<file path="src/rtl/uart_pkg.sv">
// Shared UART definitions: FSM state encoding, parity modes and frame width.
// Latency: n/a (types and constants only).
// Backpressure: n/a.
package uart_pkg;

  localparam int DATA_BITS   = 8;

  localparam int PARITY_NONE = 0;
  localparam int PARITY_EVEN = 1;
  localparam int PARITY_ODD  = 2;

  typedef enum logic [2:0] {
    ST_IDLE,
    ST_START,
    ST_DATA,
    ST_PARITY,
    ST_STOP
  } state_t;

endpackage

</file>
<file path="src/rtl/baud_tick_gen.sv">
// Baud tick generator: one-cycle tick every DIV clocks while enabled.
// Latency: first tick DIV clocks after en rises; counter clears whenever en is low.
// Backpressure: none; free-running while enabled.
module baud_tick_gen #(
  parameter int DIV = 16
) (
  input  logic clk,
  input  logic rst_n,
  input  logic en,
  output logic tick
);

  localparam int CW = $clog2(DIV);
  localparam logic [CW-1:0] LAST = CW'(DIV - 1);

  logic [CW-1:0] cnt;

  // Count 0..DIV-1 while enabled, wrap at terminal count, hold at zero when disabled.
  always_ff @(posedge clk) begin
    if (!rst_n) begin
      cnt <= '0;
    end else if (!en || cnt == LAST) begin
      cnt <= '0;
    end else begin
      cnt <= cnt + 1'b1;
    end
  end

  assign tick = en && (cnt == LAST);

endmodule

</file>
<file path="src/rtl/uart_tx.sv">
// UART transmitter: 8N/E/O with 1 or 2 stop bits, LSB first, registered tx line.
// Latency: start bit on tx the edge after accept; frame is (1+8+P+S)*DIV clocks to tx_done.
// Backpressure: tx_ready low for the whole frame; tx_valid while busy is dropped, not queued.
module uart_tx
  import uart_pkg::*;
#(
  parameter int CLK_HZ    = 50_000_000,
  parameter int BAUD      = 9600,
  parameter int PARITY    = 0,
  parameter int STOP_BITS = 1
) (
  input  logic       clk,
  input  logic       rst_n,
  input  logic [7:0] tx_data,
  input  logic       tx_valid,
  output logic       tx_ready,
  output logic       tx,
  output logic       busy,
  output logic       tx_done
);

  localparam int DIV = CLK_HZ / BAUD;
  localparam logic [2:0] LAST_BIT = 3'(DATA_BITS - 1);

  state_t     state;
  state_t     state_nxt;
  logic [7:0] shift;
  logic [7:0] shift_nxt;
  logic [2:0] bit_idx;
  logic       stop_idx;
  logic       stop_last;
  logic       par_bit;
  logic       tick;
  logic       baud_en;
  logic       accept;
  logic       tx_nxt;
  logic       done_nxt;

  assign tx_ready  = (state == ST_IDLE);
  assign busy      = !tx_ready;
  assign accept    = tx_valid && tx_ready;
  assign baud_en   = (state != ST_IDLE);
  assign stop_last = (STOP_BITS == 1) || stop_idx;

  baud_tick_gen #(
    .DIV (DIV)
  ) u_baud (
    .clk   (clk),
    .rst_n (rst_n),
    .en    (baud_en),
    .tick  (tick)
  );

  // State register; reset abandons any frame in flight.
  always_ff @(posedge clk) begin
    if (!rst_n) begin
      state <= ST_IDLE;
    end else begin
      state <= state_nxt;
    end
  end

  // Next-state: every non-idle state advances only on a baud terminal count.
  always_comb begin
    state_nxt = state;
    case (state)
      ST_IDLE:   if (tx_valid) state_nxt = ST_START;
      ST_START:  if (tick) state_nxt = ST_DATA;
      ST_DATA:   if (tick && bit_idx == LAST_BIT)
                   state_nxt = (PARITY != PARITY_NONE) ? ST_PARITY : ST_STOP;
      ST_PARITY: if (tick) state_nxt = ST_STOP;
      ST_STOP:   if (tick && stop_last) state_nxt = ST_IDLE;
      default:   state_nxt = ST_IDLE;
    endcase
  end

  // Output decode: next line level and done pulse, computed from the upcoming state.
  always_comb begin
    shift_nxt = shift;
    if (accept) begin
      shift_nxt = tx_data;
    end else if (state == ST_DATA && tick) begin
      shift_nxt = shift >> 1;
    end

    tx_nxt = 1'b1;
    case (state_nxt)
      ST_IDLE:   tx_nxt = 1'b1;
      ST_START:  tx_nxt = 1'b0;
      ST_DATA:   tx_nxt = shift_nxt[0];
      ST_PARITY: tx_nxt = par_bit;
      ST_STOP:   tx_nxt = 1'b1;
      default:   tx_nxt = 1'b1;
    endcase

    done_nxt = (state == ST_STOP) && (state_nxt == ST_IDLE);
  end

  // Datapath and registered outputs; parity is fixed from the byte at acceptance.
  always_ff @(posedge clk) begin
    if (!rst_n) begin
      shift    <= '0;
      bit_idx  <= '0;
      stop_idx <= 1'b0;
      par_bit  <= 1'b0;
      tx       <= 1'b1;
      tx_done  <= 1'b0;
    end else begin
      shift   <= shift_nxt;
      tx      <= tx_nxt;
      tx_done <= done_nxt;
      if (accept) begin
        bit_idx  <= '0;
        stop_idx <= 1'b0;
        par_bit  <= (^tx_data) ^ (PARITY == PARITY_ODD);
      end else if (tick) begin
        if (state == ST_DATA) bit_idx <= bit_idx + 3'd1;
        if (state == ST_STOP) stop_idx <= 1'b1;
      end
    end
  end

endmodule

</file>
<file path="config.mk">
export PLATFORM = sky130hd
export DESIGN_NAME = uart_tx
export DESIGN_NICKNAME = d
export VERILOG_FILES = /design/src/rtl/uart_pkg.sv /design/src/rtl/baud_tick_gen.sv /design/src/rtl/uart_tx.sv
export SDC_FILE = /design/constraint.sdc
export NUM_CORES = 1
export LEC_CHECK = 0
export CORE_MARGIN = 2
export CORE_UTILIZATION = 45
export CTS_CLUSTER_DIAMETER = 40
export DETAILED_ROUTE_END_ITERATION = 12
export HOLD_SLACK_MARGIN = 0.03
export PLACE_DENSITY_LB_ADDON = 0.05
export REMOVE_ABC_BUFFERS = 1
export SYNTH_ARGS = -nofsm -noshare
export SYNTH_HDL_FRONTEND = slang
export SYNTH_SLANG_ARGS = --single-unit
</file>
<file path="constraint.sdc">
create_clock -name clk -period 1.7 [get_ports clk]
set_clock_uncertainty 0.1 [all_clocks]
set_input_delay 0.34 -clock clk [delete_from_list [all_inputs] [get_ports clk]]
set_output_delay 0.34 -clock clk [all_outputs]
set_load 0.05 [all_outputs]
</file>
Word-level counts from Yosys, hierarchy flattened
Cells that the tools add are included.
- bits in registers: 30
- input port bits: 11
- add/subtract/negate cells: 2
- equality and inequality tests: 9
- mux-type cells: 9
- bitwise gates (word level): 1
- reductions and logical operators: 16
- operators by type and width (kind ; number):
    $mux W8 ; 2
    $mux W3 ; 5
    $pmux W3 S5 ; 1
    $add A13 B1 Y13 const B ; 1
    $eq A13 B13 Y1 const B ; 1
    $eq A3 B2 Y1 const B ; 4
    $reduce_xor A8 Y1 ; 1
    $eq A3 B1 Y1 const B ; 2
    $eq A3 B3 Y1 const B ; 2
    $logic_not A3 Y1 ; 2
    $logic_and A1 B1 Y1 ; 5
    $reduce_or A2 Y1 ; 2
    $add A3 B1 Y3 const B ; 1
    $pmux W1 S3 ; 1
    $reduce_bool A3 Y1 ; 1
    $logic_not A1 Y1 ; 2
    $reduce_and A2 Y1 ; 1
    $reduce_bool A2 Y1 ; 1
    $logic_or A1 B1 Y1 ; 1
    $not A1 Y1 ; 1

Longest topological paths before layout
Gate-level depths: netlist of the first run.
- word-level depth: 7
- mapped depth: 7
- depth with buffers taken out: 6

Cells and area by module
A second synthesis of the first run with hierarchy kept.
- cells, all modules: 158
- area total of the unflattened synthesis: 1481.4 um^2
- modules (own cells, without submodules) (module ; times used ; cells an instance ; area an instance (um^2) ; seq. area each (um^2)):
    uart_tx ; 1 ; 93 ; 878.3 ; 340.3
    baud_tick_gen ; 1 ; 65 ; 603.1 ; 260.2

Least setup slack after synthesis of the first run
OpenSTA, ideal clock, no wires.
- kind: register to output
- from: register state[2]
- to: output tx_ready
- arrival time: 1.504 ns
- required time: 1.260 ns
- setup slack: -0.244 ns
- cell stages (with the launch flop): 4
- cells stage by stage: dfxtp_1 clkbuf_1 or3_1 inv_1
- word-level cells in the longest chain between the ends: 1
- RTL lines (element ; RTL line ; RTL):
    from (decl) ; uart_tx.sv:25 ; state_t state;
    from (signal assigned) ; uart_tx.sv:59 ; state <= state_nxt;
    $logic_not A3 Y1 ; uart_tx.sv:39 ; assign tx_ready = (state == ST_IDLE);
    to (decl) ; uart_tx.sv:16 ; output logic tx_ready,
Every way passes these cells.

Final worst setup path of the first run
- from: register u_baud.cnt[7]
- to: register tx
- word-level cells in the longest chain between the ends: 7
- RTL lines (element ; RTL line ; RTL):
    from (decl) ; baud_tick_gen.sv:16 ; logic [CW-1:0] cnt;
    from (signal assigned) ; baud_tick_gen.sv:25 ; cnt <= cnt + 1'b1;
    $eq A13 B13 Y1 (*) ; baud_tick_gen.sv:29 ; assign tick = en && (cnt == LAST);
    $logic_and A1 B1 Y1 (*) ; baud_tick_gen.sv:29 ;
    $logic_and A1 B1 Y1 ; uart_tx.sv:69 ; ST_DATA: if (tick && bit_idx == LAST_BIT)
    $mux W3 ; uart_tx.sv:69 ;
    $pmux W3 S5 ; uart_tx.sv:66 ; case (state)
    $eq A3 B2 Y1 / $eq A3 B1 Y1 (equally long branches) ; uart_tx.sv:87 ; case (state_nxt)
    $pmux W1 S3 (*) ; uart_tx.sv:87 ;
    to (signal assigned) ; uart_tx.sv:110 ; tx <= tx_nxt;
    to (decl) ; uart_tx.sv:17 ; output logic tx,
Mark *: on every way between the ends. The rest lies on a longest branch, timed or not. The select of a mux whose other input is x is not followed.
A chain may end at the register's enable or synchronous reset.

==> report_table.html, run 1 <==
<table>
<tr><th>Metric</th><th>Value</th></tr>
<tr><th colspan="2">Global route</th></tr>
<tr><td>Combined global-route utilization of all metal layers</td><td>between 10% and 20%</td></tr>
<tr><td>Number of global-route vias before repair</td><td>~1200</td></tr>
<tr><td>Pin count of the biggest net entering global routing</td><td>16</td></tr>
<tr><td>Initial antenna violation count</td><td>0</td></tr>
<tr><td>Final global-route overflow total</td><td>0</td></tr>
<tr><td>First-pass GRT wire length</td><td>about 5.2 mm</td></tr>
<tr><th colspan="2">Synth</th></tr>
<tr><td>Post-Synthesis Cell Area</td><td>1445 µm²</td></tr>
<tr><td>Number of standard cells after synthesis</td><td>between 150 and 200</td></tr>
<tr><td>Seq/Total Area, Yosys</td><td>41.56%</td></tr>
<tr><td>Distinct cell type count of the synthesized netlist</td><td>42</td></tr>
<tr><td>Post-synth top area cell</td><td>sky130_fd_sc_hd__dfxtp_1</td></tr>
<tr><td>Main flop type after synthesis</td><td>sky130_fd_sc_hd__dfxtp_1</td></tr>
<tr><td>Area contributors post-synth</td><td>sky130_fd_sc_hd__dfxtp_1, sky130_fd_sc_hd__xnor2_1, sky130_fd_sc_hd__mux2i_1, sky130_fd_sc_hd__nor2_1, sky130_fd_sc_hd__xor2_1</td></tr>
<tr><td>Area share of the leading cell type in the synthesized netlist</td><td>41.56%</td></tr>
<tr><td>Avg Synthesized Cell Area</td><td>9.089 µm²</td></tr>
<tr><td>Post-synth ARST share</td><td>0%</td></tr>
<tr><td>Register bit count reported by yosys</td><td>30</td></tr>
<tr><td>Count of flip-flops with a built-in enable after synthesis</td><td>0</td></tr>
<tr><td>Count of warnings emitted by yosys</td><td>0</td></tr>
<tr><th colspan="2">Route</th></tr>
<tr><td>Detailed Route Iter0 Violations</td><td>53</td></tr>
<tr><td>Number of routed nets with antenna violations</td><td>0</td></tr>
<tr><td>Detailed-route vias per instance</td><td>5.020</td></tr>
<tr><td>Met1 Routed Length</td><td>roughly 1.5 mm</td></tr>
<tr><td>Top routing layer in use</td><td>met4</td></tr>
<tr><td>Vias post-DR</td><td>between 1000 and 1500</td></tr>
<tr><td>WL met2</td><td>1.470 mm</td></tr>
<tr><td># DRC</td><td>0</td></tr>
<tr><td>Total iterations of the first detailed-routing run</td><td>4</td></tr>
<tr><td>Met3 wirelength from detailed routing</td><td>88 µm</td></tr>
<tr><td>Final Routed Wirelength</td><td>around 3 mm</td></tr>
<tr><td>Average wire per standard cell</td><td>between 10 and 15 µm</td></tr>
<tr><th colspan="2">Place</th></tr>
<tr><td>Total instance count after detailed placement</td><td>229</td></tr>
<tr><td>Number of I/O port buffers</td><td>14</td></tr>
<tr><td>Detailed placement HPWL</td><td>2.112 mm</td></tr>
<tr><td>Placer congestion estimate</td><td>between 0.7 and 0.8</td></tr>
<tr><td>Cell area after placement</td><td>1782 µm²</td></tr>
<tr><th colspan="2">Finish</th></tr>
<tr><td>Final instance count without filler cells</td><td>~250</td></tr>
<tr><td>Final core utilization</td><td>65.86%</td></tr>
<tr><td>Final design area excluding fillers</td><td>between 2000 and 2500 µm²</td></tr>
<tr><td>Area Overhead vs Synth</td><td>39.13%</td></tr>
<tr><td>Diode count</td><td>0</td></tr>
<tr><td>Fraction of layout cells with a size suffix above 1</td><td>29.35%</td></tr>
<tr><td>Total of fill cells in the finished design</td><td>278</td></tr>
<tr><td>Nets@finish</td><td>between 200 and 250</td></tr>
<tr><th colspan="2">Clocking</th></tr>
<tr><td>Clock slew at reported path FFs</td><td>0.10 ns</td></tr>
<tr><td>H-tree depth</td><td>2</td></tr>
<tr><td>Clock Tree Root</td><td>sky130_fd_sc_hd__clkbuf_4</td></tr>
<tr><td>Cts bufs inserted</td><td>5</td></tr>
<tr><td>Clock sink total</td><td>30</td></tr>
<tr><td>Clock latency on the worst-skew pair</td><td>0.32 ns</td></tr>
<tr><td>Clock tree from TritonCTS</td><td>done</td></tr>
<tr><td>Max clock buf depth</td><td>2</td></tr>
<tr><th colspan="2">Worst setup path</th></tr>
<tr><td>Reg2Reg Launch Point</td><td>u_baud.cnt[7]</td></tr>
<tr><td>CP Data Required Time</td><td>~1.8 ns</td></tr>
<tr><td>CP Class</td><td>reg -&gt; reg</td></tr>
<tr><td>Arrival time reported for the critical path endpoint</td><td>1.87 ns</td></tr>
<tr><td>Number of cell instances on the worst register-to-register path</td><td>5</td></tr>
<tr><td>Setup slack of the most critical reg-to-reg path</td><td>-0.08 ns</td></tr>
<tr><td>Critical path endpoint category</td><td>flop</td></tr>
<tr><td>Worst-path maximum fanout</td><td>3</td></tr>
<tr><td>Worst reg2reg endpoint</td><td>tx</td></tr>
<tr><td>Element type at the critical path start</td><td>flop</td></tr>
<tr><th colspan="2">Timing</th></tr>
<tr><td>Final worst path period need</td><td>1.777 ns</td></tr>
<tr><td>Setup WS post-layout</td><td>-0.07692 ns</td></tr>
<tr><td>Number of failing hold endpoints at the final stage</td><td>0</td></tr>
<tr><td>Transition time at the pin with the least slew margin</td><td>0.4160 ns</td></tr>
<tr><td>Tcrit/Tclk final</td><td>104.5%</td></tr>
<tr><td>Setup violators final</td><td>11</td></tr>
<tr><td>Count of final max-slew check failures</td><td>0</td></tr>
<tr><td>Setup repair after global routing missed its margin</td><td>yes</td></tr>
<tr><td>Worst slew margin</td><td>~72%</td></tr>
<tr><td>Top achievable clock speed</td><td>0.5628 GHz</td></tr>
<tr><th colspan="2">Power and ir drop</th></tr>
<tr><td>Standby leakage power</td><td>between 0.8 and 0.9 nW</td></tr>
<tr><td>Cell Pwr Density</td><td>approximately 700 nW/µm²</td></tr>
<tr><td>Worst-case vdd ir drop</td><td>0.4390 mV</td></tr>
<tr><th colspan="2">Hold path</th></tr>
<tr><td>Number of cells on the worst hold path</td><td>2</td></tr>
<tr><td>Launch instance of the worst min-delay path</td><td>shift[7]</td></tr>
<tr><td>Worst hold path endpoint</td><td>shift[7]</td></tr>
<tr><td>Type of the tightest min-delay check</td><td>reg -&gt; reg</td></tr>
<tr><th colspan="2">Floorplanning</th></tr>
<tr><td>Height of the die</td><td>between 60 and 70 µm</td></tr>
<tr><td>Total number of placement rows</td><td>20</td></tr>
<tr><td>Starting Density</td><td>47.34%</td></tr>
<tr><td>Core Footprint</td><td>between 3000 and 4000 µm²</td></tr>
<tr><td>Die extent in x</td><td>about 61 µm</td></tr>
<tr><td>Io pins</td><td>15</td></tr>
<tr><td>Total Die Area</td><td>around 3700 µm²</td></tr>
<tr><th colspan="2">Status</th></tr>
<tr><td>Violated checks</td><td>setup timing</td></tr>
<tr><td>Result of the run</td><td>finished with violations</td></tr>
<tr><th colspan="2">Job</th></tr>
<tr><td>Max Cap Viol</td><td>0</td></tr>
</table>
## layout make-up
cell class | instances | area [µm²] | share of cell area (%)
multi-input cells | 117 | 860.8 | 42.81
flip-flops and latches | 30 | 614.3 | 30.55
repair buffers | 42 | 405.4 | 20.16
clock buffers | 7 | 55.05 | 2.738
well taps | 44 | 55.05 | 2.738
inverters | 4 | 15.01 | 0.7467
clock inverters | 1 | 5.005 | 0.2489
## Yosys cell counts (2+ instances only)
cell type                  count
sky130_fd_sc_hd__dfxtp_1      30
sky130_fd_sc_hd__nor2_1       20
sky130_fd_sc_hd__xnor2_1      11
sky130_fd_sc_hd__a21oi_1      10
sky130_fd_sc_hd__nand2_1       9
sky130_fd_sc_hd__o21ai_0       9
sky130_fd_sc_hd__mux2i_1       8
sky130_fd_sc_hd__nand3_1       6
sky130_fd_sc_hd__xor2_1        6
sky130_fd_sc_hd__clkbuf_1      5
sky130_fd_sc_hd__inv_1         4
sky130_fd_sc_hd__nand4_1       4
sky130_fd_sc_hd__or3_1         4
sky130_fd_sc_hd__ha_1          3
sky130_fd_sc_hd__and3_1        2
sky130_fd_sc_hd__buf_2         2
## metal layers
| layer | global-route usage [%] | vias up |
|---|---|---|
| li1 | - | 645 |
| met4 | 7.453 | 0 |
| met1 | 24.28 | 562 |
| met5 | 0 | - |
| met3 | 4.691 | 4 |
| met2 | 31.18 | 19 |
## placed cells by master (no fill, tap or decap), types with 2 or more instances in the layout
| cell | count |
|---|---|
| sky130_fd_sc_hd__a21oi_1 | 9 |
| sky130_fd_sc_hd__buf_12 | 3 |
| sky130_fd_sc_hd__buf_4 | 26 |
| sky130_fd_sc_hd__buf_6 | 2 |
| sky130_fd_sc_hd__clkbuf_4 | 5 |
| sky130_fd_sc_hd__clkdlybuf4s50_1 | 10 |
| sky130_fd_sc_hd__dfxtp_1 | 23 |
| sky130_fd_sc_hd__dfxtp_2 | 5 |
| sky130_fd_sc_hd__dfxtp_4 | 2 |
| sky130_fd_sc_hd__ha_1 | 2 |
| sky130_fd_sc_hd__inv_1 | 3 |
| sky130_fd_sc_hd__mux2i_1 | 8 |
| sky130_fd_sc_hd__nand2_1 | 9 |
| sky130_fd_sc_hd__nand3_1 | 5 |
| sky130_fd_sc_hd__nand4_1 | 4 |
| sky130_fd_sc_hd__nor2_1 | 20 |
| sky130_fd_sc_hd__nor4b_4 | 2 |
| sky130_fd_sc_hd__o21ai_0 | 9 |
| sky130_fd_sc_hd__or3_1 | 3 |
| sky130_fd_sc_hd__xnor2_1 | 11 |
| sky130_fd_sc_hd__xor2_1 | 5 |
## critical path: stages (launching register included)
cell                       delay, ns
sky130_fd_sc_hd__dfxtp_2        0.35
sky130_fd_sc_hd__nor4b_4        0.37
sky130_fd_sc_hd__nand3_2        0.17
sky130_fd_sc_hd__or4_4          0.44
sky130_fd_sc_hd__a21oi_2        0.13
sky130_fd_sc_hd__o311ai_1       0.09
## flip-flops by register name (all words and copies together), names as in the netlist
signal	flops
tx	1
state	3
shift	8
bit_idx	3
u_baud.cnt	13
par_bit	1
tx_done	1
## cells by family (layout without fill, tap and decap cells)
logic type | after synthesis | in the layout | share of synthesized area [%]
buf+inv | 12 | 54 | 3.550
fa+ha+maj | 3 | 3 | 2.598
xor+xnor | 17 | 17 | 10.30
compound gates | 29 | 29 | 12.21
mux | 8 | 8 | 5.541
simple gates | 60 | 60 | 24.24
flops | 30 | 30 | 41.56
## worst max path at each step
stage	startpoint	endpoint	slack [ns]	cells after the start
2_1_floorplan	u_baud.cnt[0]	shift[1]	-0.23	6
5_1_grt	u_baud.cnt[0]	tx	-0.14	7
4_1_cts	u_baud.cnt[0]	tx	-0.07	7
6_report	u_baud.cnt[7]	tx	-0.08	5
3_3_place_gp	tx_valid	tx	-0.22	6
3_5_place_dp	tx_valid	tx	-0.27	6
## where the power goes
part / switching (mW) / internal [mW]
Clock: 0.245 / 0.200
Sequential: 0.0162 / 0.727
Combinational: 0.102 / 0.110
## through the flow
step                hold WS, ns  TNS (ns)  power, mW  worst slack, ns
floorplan                0.3175    -2.270     0.8677          -0.2263
global placement         0.3748    -2.325     0.9449          -0.2225
detailed placement       0.3703    -2.539     0.9522          -0.2711
CTS                      0.3877   -0.2216      1.417         -0.07337
global route             0.4116    -1.083      1.472          -0.1427
finish                   0.3840   -0.2453      1.400         -0.07692
## repair_timing
item,in CTS,in global routing
hold endpoints to repair,0,0
buffers inserted,6,1
hold buffers,0,0
gates cloned,1,0
pin swaps,7,9
gates resized for setup,20,6
setup endpoints to repair,15,17
Note: power is estimated with default switching activity, not from simulation.
==> run 2, diff against run 1 <==
--- a/config.mk
+++ b/config.mk
@@ -9,6 +9,7 @@
 export CORE_UTILIZATION = 45
 export CTS_CLUSTER_DIAMETER = 40
 export DETAILED_ROUTE_END_ITERATION = 12
+export GPL_TIMING_DRIVEN = 1
 export HOLD_SLACK_MARGIN = 0.03
 export PLACE_DENSITY_LB_ADDON = 0.05
 export REMOVE_ABC_BUFFERS = 1
==> results of run 2 <==
Final layout, timing and power as in run 1 (identical DEF).
